File: src/rtl/vga_pkg.sv
// Shared 1024x768@60 timing constants and the timing bus that the draw pipeline
// carries alongside its own data.
package vga_pkg;

    localparam int VGA_CNT_W = 11;

    localparam int XGA_H_VIS  = 1024;
    localparam int XGA_H_FP   = 24;
    localparam int XGA_H_SYNC = 136;
    localparam int XGA_H_BP   = 160;
    localparam int XGA_V_VIS  = 768;
    localparam int XGA_V_FP   = 3;
    localparam int XGA_V_SYNC = 6;
    localparam int XGA_V_BP   = 29;

    localparam int H_TOT    = XGA_H_VIS + XGA_H_FP + XGA_H_SYNC + XGA_H_BP;
    localparam int V_TOT    = XGA_V_VIS + XGA_V_FP + XGA_V_SYNC + XGA_V_BP;
    localparam int HS_START = XGA_H_VIS + XGA_H_FP;
    localparam int HS_END   = HS_START + XGA_H_SYNC;
    localparam int VS_START = XGA_V_VIS + XGA_V_FP;
    localparam int VS_END   = VS_START + XGA_V_SYNC;

    typedef struct packed {
        logic [VGA_CNT_W-1:0] hcount;
        logic [VGA_CNT_W-1:0] vcount;
        logic                 hsync;
        logic                 vsync;
        logic                 hblnk;
        logic                 vblnk;
    } vga_timing_t;

endpackage

File: src/rtl/tg_axis_counter.sv
// One timing axis: wrapping position counter with blank and sync flags that are
// registered from the next count, so flags and count always describe the same pixel.
module tg_axis_counter
    import vga_pkg::*;
#(
    parameter int   CNT_W      = VGA_CNT_W,
    parameter int   TOTAL      = H_TOT,
    parameter int   SYNC_START = HS_START,
    parameter int   SYNC_END   = HS_END,
    parameter int   VIS        = XGA_H_VIS,
    parameter logic SYNC_POL   = 1'b0
) (
    input  logic             clk,
    input  logic             rst_n,
    input  logic             en,
    output logic [CNT_W-1:0] count,
    output logic             blank,
    output logic             sync,
    output logic             wrap
);

    if (TOTAL > (1 << CNT_W)) begin : g_total_too_wide
        $error("tg_axis_counter: TOTAL does not fit in CNT_W bits");
    end

    localparam logic [CNT_W-1:0] LAST_C  = CNT_W'(TOTAL - 1);
    localparam logic [CNT_W-1:0] VIS_C   = CNT_W'(VIS);
    localparam logic [CNT_W-1:0] SSTRT_C = CNT_W'(SYNC_START);
    localparam logic [CNT_W-1:0] SEND_C  = CNT_W'(SYNC_END);

    logic [CNT_W-1:0] count_q, count_d;
    logic             blank_q, blank_d;
    logic             sync_q, sync_d;

    // wrap is combinational so the next axis can advance on the same edge
    assign wrap = en && (count_q == LAST_C);

    always_comb begin
        count_d = count_q;
        if (en) begin
            count_d = (count_q == LAST_C) ? '0 : count_q + CNT_W'(1);
        end
        blank_d = (count_d >= VIS_C);
        sync_d  = ((count_d >= SSTRT_C) && (count_d < SEND_C)) ? SYNC_POL : ~SYNC_POL;
    end

    always_ff @(posedge clk or negedge rst_n) begin
        if (!rst_n) begin
            count_q <= '0;
            blank_q <= 1'b0;
            sync_q  <= ~SYNC_POL;
        end else begin
            count_q <= count_d;
            blank_q <= blank_d;
            sync_q  <= sync_d;
        end
    end

    assign count = count_q;
    assign blank = blank_q;
    assign sync  = sync_q;

endmodule

File: src/rtl/vga_timing_gen.sv
// Free-running VGA raster timing: pixel coordinates, sync, blanking, line/frame
// strobes and a completed-frame counter, all registered on the same pixel.
module vga_timing_gen
    import vga_pkg::*;
#(
    parameter int   H_VIS    = XGA_H_VIS,
    parameter int   H_FP     = XGA_H_FP,
    parameter int   H_SYNC   = XGA_H_SYNC,
    parameter int   H_BP     = XGA_H_BP,
    parameter int   V_VIS    = XGA_V_VIS,
    parameter int   V_FP     = XGA_V_FP,
    parameter int   V_SYNC   = XGA_V_SYNC,
    parameter int   V_BP     = XGA_V_BP,
    parameter logic SYNC_POL = 1'b0,
    parameter int   CNT_W    = VGA_CNT_W
) (
    input  logic             pclk,
    input  logic             rst_n,
    input  logic             ce,
    output logic [CNT_W-1:0] hcount,
    output logic [CNT_W-1:0] vcount,
    output logic             hsync,
    output logic             vsync,
    output logic             hblnk,
    output logic             vblnk,
    output logic             line_start,
    output logic             frame_start,
    output logic [15:0]      frame_cnt
);

    localparam int LP_H_TOT    = H_VIS + H_FP + H_SYNC + H_BP;
    localparam int LP_V_TOT    = V_VIS + V_FP + V_SYNC + V_BP;
    localparam int LP_HS_START = H_VIS + H_FP;
    localparam int LP_VS_START = V_VIS + V_FP;

    logic        h_wrap, v_wrap;
    logic        line_start_q, line_start_d;
    logic        frame_start_q, frame_start_d;
    logic [15:0] frame_cnt_q, frame_cnt_d;

    tg_axis_counter #(
        .CNT_W(CNT_W), .TOTAL(LP_H_TOT), .SYNC_START(LP_HS_START),
        .SYNC_END(LP_HS_START + H_SYNC), .VIS(H_VIS), .SYNC_POL(SYNC_POL)
    ) u_h_axis (
        .clk(pclk), .rst_n(rst_n), .en(ce),
        .count(hcount), .blank(hblnk), .sync(hsync), .wrap(h_wrap)
    );

    // The vertical axis steps only on the last pixel of a line, so its wrap
    // marks the end of the frame in the same cycle as the line wrap.
    tg_axis_counter #(
        .CNT_W(CNT_W), .TOTAL(LP_V_TOT), .SYNC_START(LP_VS_START),
        .SYNC_END(LP_VS_START + V_SYNC), .VIS(V_VIS), .SYNC_POL(SYNC_POL)
    ) u_v_axis (
        .clk(pclk), .rst_n(rst_n), .en(h_wrap),
        .count(vcount), .blank(vblnk), .sync(vsync), .wrap(v_wrap)
    );

    always_comb begin
        line_start_d  = line_start_q;
        frame_start_d = frame_start_q;
        frame_cnt_d   = frame_cnt_q;
        if (ce) begin
            line_start_d  = h_wrap;
            frame_start_d = v_wrap;
        end
        if (v_wrap) begin
            frame_cnt_d = frame_cnt_q + 16'd1;
        end
    end

    always_ff @(posedge pclk or negedge rst_n) begin
        if (!rst_n) begin
            line_start_q  <= 1'b1;
            frame_start_q <= 1'b1;
            frame_cnt_q   <= '0;
        end else begin
            line_start_q  <= line_start_d;
            frame_start_q <= frame_start_d;
            frame_cnt_q   <= frame_cnt_d;
        end
    end

    assign line_start  = line_start_q;
    assign frame_start = frame_start_q;
    assign frame_cnt   = frame_cnt_q;

endmodule

File: config.mk
export PLATFORM = sky130hd
export DESIGN_NAME = vga_timing_gen
export DESIGN_NICKNAME = d
export VERILOG_FILES = /design/src/rtl/vga_pkg.sv /design/src/rtl/tg_axis_counter.sv /design/src/rtl/vga_timing_gen.sv
export SDC_FILE = /design/constraint.sdc
export NUM_CORES = 1
export LEC_CHECK = 0
export ABC_AREA = 1
export BUFFER_PORTS_ARGS = -buffer_cell sky130_fd_sc_hd__buf_2
export CORE_MARGIN = 5
export CORE_UTILIZATION = 62
export CTS_BUF_LIST = sky130_fd_sc_hd__clkbuf_4 sky130_fd_sc_hd__clkbuf_8
export DETAILED_ROUTE_END_ITERATION = 12
export MAX_ROUTING_LAYER = met4
export PLACE_DENSITY = 0.95
export RECOVER_POWER = 50
export SLEW_MARGIN = 20
export SYNTH_ARGS = -nofsm -noshare
export SYNTH_HDL_FRONTEND = slang
export SYNTH_SLANG_ARGS = --single-unit
File: constraint.sdc
create_clock -name pclk -period 3.13 [get_ports pclk]
set_clock_uncertainty 0.05 [all_clocks]
set_input_delay 0.626 -clock pclk [delete_from_list [all_inputs] [get_ports pclk]]
set_output_delay 0.626 -clock pclk [all_outputs]
set_load 0.05 [all_outputs]
==> flow_summary.json <==
{
  "seqPwrFrac": 0.386,
  "grt_pass1_vias": 2248,
  "critPathMaxFanout": 11,
  "gp_congestion": 0.9173,
  "cts_tree": "yes",
  "cts_root_buf": "clkbuf_8",
  "ys_warn_count": 0,
  "setup_tns_ns": 0,
  "synth-seq-area-share": 0.4277,
  "yosys.cell_types.count": 31,
  "syn_inst": 344,
  "num_antenna_cells": 0,
  "dieArea_um2": 5563,
  "rsz0062_at_grt": "no",
  "p_clk_frac": 0.224,
  "min_period_over_period": 0.7828,
  "drive_gt1_frac": 0.1497,
  "drc": 0,
  "synth_seq_cells": 44,
  "cts_max_level": 2,
  "drtIter0Drc": 273,
  "synth_common_cells": "nand2_1 (112), inv_1 (52), dfrtp_1 (40)",
  "grt_max_degree": 45,
  "clockBufferDepth": 2,
  "antenna_found_initial": 0,
  "fin_util": 0.7298,
  "holdCritPathClass": "in -> async",
  "rows": 23,
  "num_vias": 2348,
  "tightest_slew_ns": 0.9395,
  "clk_pin_slew_worst_paths_ns": 0.09,
  "cts_hold_buf": 0,
  "p_per_area_nw_per_um2": 672.2,
  "numCtsBuffers": 5,
  "grt_overflow_total": 0,
  "synth_fp_nets": 351,
  "place_hpwl_um": 4465,
  "drv_cap": 0,
  "fin_crit_ns": 2.450,
  "cts_num_sinks": 44,
  "power.net_switching_mw": 0.9111,
  "ir_worst_vdd_mv": 0.4705,
  "start_kind": "flop",
  "core-area_um2": 4029,
  "cts_resized": 0,
  "postCtsSetupBuffers": 0,
  "die_h_um": 74.59,
  "yosys.area.top_type": "dfrtp_1",
  "leakage_nw": 1.601,
  "wl_um": 5999,
  "synth_area_leaders": "dfrtp_1 (39%), nand2_1 (16%), inv_1 (7.5%)",
  "synth.most_common_cell": "nand2_1",
  "clock_latency_ns": 0.30,
  "initial_utilization": 0.6419,
  "status": "finished clean",
  "synthFlopType": "dfrtp_1",
  "fmax_mhz": 408.1,
  "io_buffers": 46,
  "syn_to_final_growth_pct": 13.69,
  "ant_nets": 0,
  "via_per_inst": 5.288,
  "final_area_um2": 2940,
  "grt_pass1_wl_um": 10310,
  "grtUsageTotal": 0.2503,
  "switching_share": 0.4610,
  "yosysTopAreaCellShare": 0.3870,
  "setup_viol_count_final": 0,
  "worstPathRequired_ns": 3.30,
  "drv_slew": 0,
  "io_pins": 47,
  "routedWlPerCell_um": 13.51,
  "cp_data_arrival_time_ns": 2.62,
  "final-hold-violation-count": 0,
  "first_pass_iters": 4,
  "max_slew_margin": 0.3736,
  "end_kind": "flop",
  "synthArstFlopShare": 1.000,
  "synth-edff-count": 0,
  "layout.nets": 400,
  "mappedNetlistArea_um2": 2586,
  "p_comb_frac": 0.390,
  "die_w_um": 74.59,
  "syn_area_per_cell_um2": 7.518,
  "critical_path_class": "reg -> reg",
  "cellInternalPower_mw": 1.065,
  "detailed_place.area_um2": 2845
}
## cell type report
class                   instances  area [um2]
repair buffers                 46       211.5
flip-flops and latches         44        1106
clock buffers                   5       68.82
well taps                      50       62.56
clock inverters                 3       47.55
fillers                       325        1089
multi-input cells             242        1241
inverters                      54       202.7
## layout by cell type (no fill, tap or decap)
master,n
bufinv_16,1
o21ai_0,7
nor3_1,7
nand3_2,2
nor2_4,3
nor3_4,1
a21oi_1,3
buf_2,31
o21ai_1,2
nor2_2,4
inv_2,2
nand3_1,24
nand2_4,1
nand4_1,11
o31ai_1,1
a21oi_2,1
clkbuf_8,5
nand3_4,1
mux2i_1,1
inv_1,52
dfrtp_1,40
nor2_8,1
xnor2_1,6
clkinv_4,2
xor2_1,12
nand2_1,113
o211ai_1,1
dfstp_2,4
ha_1,4
nor4_1,5
clkbuf_1,15
nor2_1,31
## metrics by stage
stage	total power [mW]	setup slack, ns	hold WS [ns]	instances
after global routing	2.109	0.5049	0.4441	444
after floorplan	1.355	0.8813	0.2804	344
after global placement	1.530	0.8377	0.4374	436
final	1.976	0.6798	0.4174	444
after detailed placement	1.544	0.7273	0.4175	436
after CTS	1.996	0.8381	0.4374	444
## power by group through the flow
| stage | clock network [mW] | registers [mW] | logic, mW |
|---|---|---|---|
| CTS | 0.455 | 0.758 | 0.782 |
| global placement | 0 | 0.766 | 0.764 |
| finish | 0.442 | 0.763 | 0.772 |
| global route | 0.479 | 0.777 | 0.853 |
| floorplan | 0 | 1.02 | 0.337 |
| detailed placement | 0 | 0.765 | 0.779 |
## critical path, cell delays in order (launching register included)
cell and delay (ns):
dfrtp_1 0.47, ha_1 0.24, nand2_1 0.13, nor3_4 0.24, nand2_1 0.39, nor2_4 0.31, nand4_1 0.17, nor2_1 0.17
xor2_1 0.20
## per-layer routing
layer  global-route usage  up-vias  routed length (um)
met1               0.3235     1091                2611
met5                    -        -                   0
met2               0.3922       77                2899
met4              0.09091        0                 106
met3              0.04865        8                 381
li1                     -     1172                   -
## final timing paths
kind	startpoint	slack [ns]	cells past startpoint	to
min in group pclk	frame_start$_DFFE_PN1P_	0.43	2	frame_start$_DFFE_PN1P_
max reg2reg	u_h_axis.count[0]$_DFF_PN0_	0.68	8	frame_cnt[9]$_DFFE_PN0P_
max in group asynchronous	rst_n	2.02	1	u_h_axis.count[0]$_DFF_PN0_
max	u_h_axis.count[0]$_DFF_PN0_	0.68	8	frame_cnt[9]$_DFFE_PN0P_
min	rst_n	0.42	1	u_v_axis.count[8]$_DFF_PN0_
min reg2reg	frame_start$_DFFE_PN1P_	0.43	2	frame_start$_DFFE_PN1P_
## kinds of logic after synthesis
family                   after synthesis  share of synthesized area
AND/OR/NAND/NOR                      204                     0.3643
adder cells (fa/ha/maj)                4                    0.01935
buffers and inverters                 58                    0.09144
AO/OA/AOI/OAI                         15                    0.03241
XOR/XNOR                              18                    0.06096
multiplexers                           1                   0.003870
flip-flops                            44                     0.4277
## sequential cells by signal, indices dropped and copies added (netlist names)
register        cells
line_start          1
u_h_axis.count     11
frame_cnt          16
u_v_axis.sync       1
u_v_axis.count     11
u_h_axis.blank      1
frame_start         1
u_v_axis.blank      1
u_h_axis.sync       1
(Power assumes the default switching activity.)
